[config.mk]
export PLATFORM = sky130hd
export DESIGN_NAME = fanout_fork_buffer
export DESIGN_NICKNAME = d
export VERILOG_FILES = /design/src/rtl/fanout_fork_buffer.sv
export SDC_FILE = /design/constraint.sdc
export NUM_CORES = 1
export LEC_CHECK = 0
export CORE_UTILIZATION = 42
export CTS_BUF_LIST = sky130_fd_sc_hd__clkbuf_8
export CTS_CLUSTER_DIAMETER = 100
export DETAILED_ROUTE_END_ITERATION = 8
export PLACE_DENSITY = 0.79
export SYNTH_ARGS = -nofsm -noshare
export SYNTH_HDL_FRONTEND = slang
export SYNTH_SLANG_ARGS = --single-unit
[constraint.sdc]
create_clock -name clk -period 2.5 [get_ports clk]
set_clock_uncertainty 0.2 [all_clocks]
set_input_delay 0.375 -clock clk [delete_from_list [all_inputs] [get_ports clk]]
set_output_delay 0.375 -clock clk [all_outputs]
set_load 0.05 [all_outputs]
[src/rtl/fanout_fork_buffer.sv]
// Single-entry broadcast buffer: holds one upstream token and offers it to every
// active downstream branch, tracking per-branch acceptance until all have taken it.
module fanout_fork_buffer #(
    parameter int unsigned NUM_OUT    = 9,
    parameter int unsigned DATA_WIDTH = 17,
    parameter int unsigned CNT_WIDTH  = 16
) (
    input  logic                  clk,
    input  logic                  reset,
    input  logic                  flush,
    input  logic [DATA_WIDTH-1:0] in_data,
    input  logic                  in_valid,
    output logic                  in_ready,
    input  logic [NUM_OUT-1:0]    out_en,
    input  logic [NUM_OUT-1:0]    out_sel,
    output logic [DATA_WIDTH-1:0] out_data,
    output logic [NUM_OUT-1:0]    out_valid,
    input  logic [NUM_OUT-1:0]    out_ready,
    output logic [CNT_WIDTH-1:0]  done_cnt
);

    logic                  full_q, full_d;
    logic [DATA_WIDTH-1:0] data_q, data_d;
    logic [NUM_OUT-1:0]    done_q, done_d;
    logic [CNT_WIDTH-1:0]  cnt_q,  cnt_d;

    logic [NUM_OUT-1:0]    active;
    logic [NUM_OUT-1:0]    fire;
    logic                  all_done;
    logic                  accept;

    // Handshake terms; a branch that is inactive or already served counts as complete.
    always_comb begin
        active    = out_en & out_sel;
        out_valid = {NUM_OUT{full_q}} & active & ~done_q;
        fire      = out_valid & out_ready;
        all_done  = &(~active | done_q | fire);
        in_ready  = ~flush & (~full_q | all_done);
        accept    = in_valid & in_ready;
        out_data  = data_q;
        done_cnt  = cnt_q;
    end

    // Next-state: flush, then refill (possibly retiring the held token), then drain, then collect fires.
    always_comb begin
        full_d = full_q;
        data_d = data_q;
        done_d = done_q;
        cnt_d  = cnt_q;
        if (flush) begin
            full_d = 1'b0;
            done_d = '0;
            cnt_d  = '0;
        end else if (accept) begin
            data_d = in_data;
            full_d = 1'b1;
            done_d = '0;
            if (full_q) begin
                cnt_d = cnt_q + CNT_WIDTH'(1);
            end
        end else if (full_q && all_done) begin
            full_d = 1'b0;
            done_d = '0;
            cnt_d  = cnt_q + CNT_WIDTH'(1);
        end else begin
            done_d = done_q | fire;
        end
    end

    always_ff @(posedge clk or posedge reset) begin
        if (reset) begin
            full_q <= 1'b0;
            data_q <= '0;
            done_q <= '0;
            cnt_q  <= '0;
        end else begin
            full_q <= full_d;
            data_q <= data_d;
            done_q <= done_d;
            cnt_q  <= cnt_d;
        end
    end

endmodule
==> results.cfg <==
[run_status]
outcome = finished clean

[min_path]
min_path_type = in2reg
holdPathStages = 3
min_from = out_ready[1]
min_to = done_q[1]

[cts]
clockRootBuffer = clkbuf_8
clk_pin_slew_worst_paths_ns = 0.08
cts_hold_buf = 0
cts_sinks = 43
insertion_delay_ns = 0.29
h-tree-depth = 2
cts_tree = built
clk_path_buf_depth = 2
cts_buffers = 5

[logic_synthesis]
synth_top_area_share_pct = 49.3
yosysTopAreaCell = dfrtp_1
netlist_area_um2 = 2180
yosysSeqAreaShare_pct = 49.3
ys_seq_elements = 43
ys_types = 36
synth-edff-count = 0
synthArstFlopShare_pct = 100
synth_warnings = 0
syn_avg_cell_area_um2 = 10.9
synth_area_leaders = dfrtp_1 49%, mux2_4 6.9%, mux2_2 5.7%
synth_cells = 201
syn_nets = 250
ys.flop_type = dfrtp_1

[placed_design]
port_buffers = 90
gp_congestion = 0.786
place.detailed.hpwl_um = 4070
dp_cells = 367
dp_slack_ns = -0.290

[timing]
fin_ws_ns = 0.0549
hold_viol = 0
fmax_ghz = 0.409
rsz0062_at_grt = true
tightest_slew_ns = 0.548
relSlewSlack_pct = 63.5
slew_violations = 0
timing.final.crit_share_pct = 97.8
final-setup-viol-count = 0
post-route-min-period_ns = 2.45

[layout]
finalNonFillerCells = 379
final_cell_mix = 79 x clkdlybuf4s50_1, 43 x dfrtp_1, 19 x buf_4
final_nets = 360
n_antenna_cell = 0
drive_gt1_share_pct = 26.0
n_fill_cell = 349
syn2layout_area_growth_pct = 64.7
mostFrequentLayoutCell = clkdlybuf4s50_1

[routing]
avgRoutedWirePerCell_um = 15.2
drt_iter0_drc = 93
ant_nets = 0
via_per_inst = 5.19
first_pass_iters = 4
drt-total-wl_um = 5760
vias = 1968
drc_errors = 0

[pwr]
cellPowerDensity_nw_per_um2 = 561
p_total_w = 0.00202
power.leakage_nw = 1.44
ir_worst_vdd_uv = 363

[critical_path]
end_kind = output port
crit_slowest_cell = clkdlybuf4s50_1
crit_buf_inv = 3
cpPeakStageDelay_ns = 0.48
rr_worst_depth = 6
required_ns = 1.92
critical_path_arrival_ns = 1.87
cp_cell_sequence = clkdlybuf4s50_1 -> nor4bb_2 -> buf_4 -> nor2_1 -> a41oi_4 -> nor2_4 -> buf_12
criticalPathCategory = in2out
r2r-start = full_q
crit_fanout = 3
r2r_slack_ns = 0.19
regToRegEndpoint = out_data[16]
path_delay_family = buffers and inverters
critPathLaunchType = input port

[grt]
antenna_found_initial = 0
grt-ovfl-total = 0
grt_max_degree = 44
grt_pass1_vias = 2035
grt_use_total_pct = 21.7
grt_pass1_wl_um = 9200

[floorplan]
start_util_pct = 45.1
num_rows = 25
die_w_um = 74.1
die-area_um2 = 5490
fp.dieH_um = 74.1
core_area_um2 = 4850
io_pins = 91

[job]
cap_violations = 0
## cell families after synthesis
logic type	Yosys count	share of synthesized area, %
mux	22	13.0
xor+xnor	1	0.401
simple gates	85	21.6
flops	43	49.3
compound gates	34	11.8
buf+inv	15	3.32
fa+ha+maj	1	0.573
## how the worst max path moves through the flow
stage                            start          end  slack [ns]  depth (start not counted)
after floorplan           out_ready[1]     in_ready        0.13                          4
after global placement    out_ready[1]  out_data[2]       -0.25                          7
after detailed placement  out_ready[1]  out_data[4]       -0.29                          7
after CTS                    out_en[3]     in_ready       0.002                          7
after global routing         out_en[4]     in_ready       -0.02                          6
final                        out_en[3]     in_ready        0.05                          7
## synth_stat cells (4+ instances only)
cell,number
dfrtp_1,43
nor3_1,18
nand2_1,16
a21oi_1,14
nor2_1,14
mux2_2,11
mux2_4,10
o21ai_0,8
or3_1,8
inv_1,7
nand3_1,6
clkbuf_1,5
a41oi_1,4
nand4_1,4
nor2b_1,4
nor4bb_1,4
## metrics by stage
| stage | cell area, um2 | hold slack [ns] | setup TNS, ns | utilization [%] |
|---|---|---|---|---|
| finish | 3600 | 0.311 | 0 | 74.2 |
| floorplan | 2180 | 0.305 | 0 | - |
| detailed placement | 3360 | 0.294 | -6.21 | 69.4 |
| CTS | 3500 | 0.320 | 0 | 72.3 |
| global placement | 3360 | 0.291 | -5.42 | 69.4 |
| global route | 3600 | 0.338 | -0.0392 | 74.2 |
## timing repair
item                       4_1_cts  5_1_grt
resized for setup                3       18
hold endpoints to repair         0        0
setup endpoints to repair        1        7
setup buffers                    1        3
pin swaps                        1        3
## layout make-up
cell class	instances	area (um2)	share of cell area, %
flip-flops and latches	43	1080	29.9
clock buffers	6	82.6	2.29
well taps	67	83.8	2.33
multi-input cells	143	1120	31.1
clock inverters	2	35.0	0.974
inverters	7	26.3	0.730
repair buffers	111	1180	32.7
## routing by layer
layer  global-route usage [%]  vias up  wire length [um]
met1                     27.1      959              2480
met3                     5.28        5               352
met2                     38.3       56              2890
met4                     4.27        0                36
li1                         -      948                 -
met5                        0        -                 0
## worst register-to-register path, stage by stage (launching register included)
cell,delay (ns)
dfrtp_1,0.54
nand2_1,0.12
a41oi_2,0.34
a41oi_4,0.20
nor3b_4,0.25
buf_12,0.20
mux2_2,0.35
## state kept, by name, indices dropped and copies added (netlist names)
| register | cells |
|---|---|
| out_data | 17 |
| done_q | 9 |
| done_cnt | 16 |
| full_q | 1 |
## where the power goes
group	switching, W	internal (W)
combinational	0.000371	0.000298
clock	0.000232	0.000323
sequential	0.0000391	0.000756
total	0.000642	0.00138
Note: power is estimated with default switching activity, not from simulation.
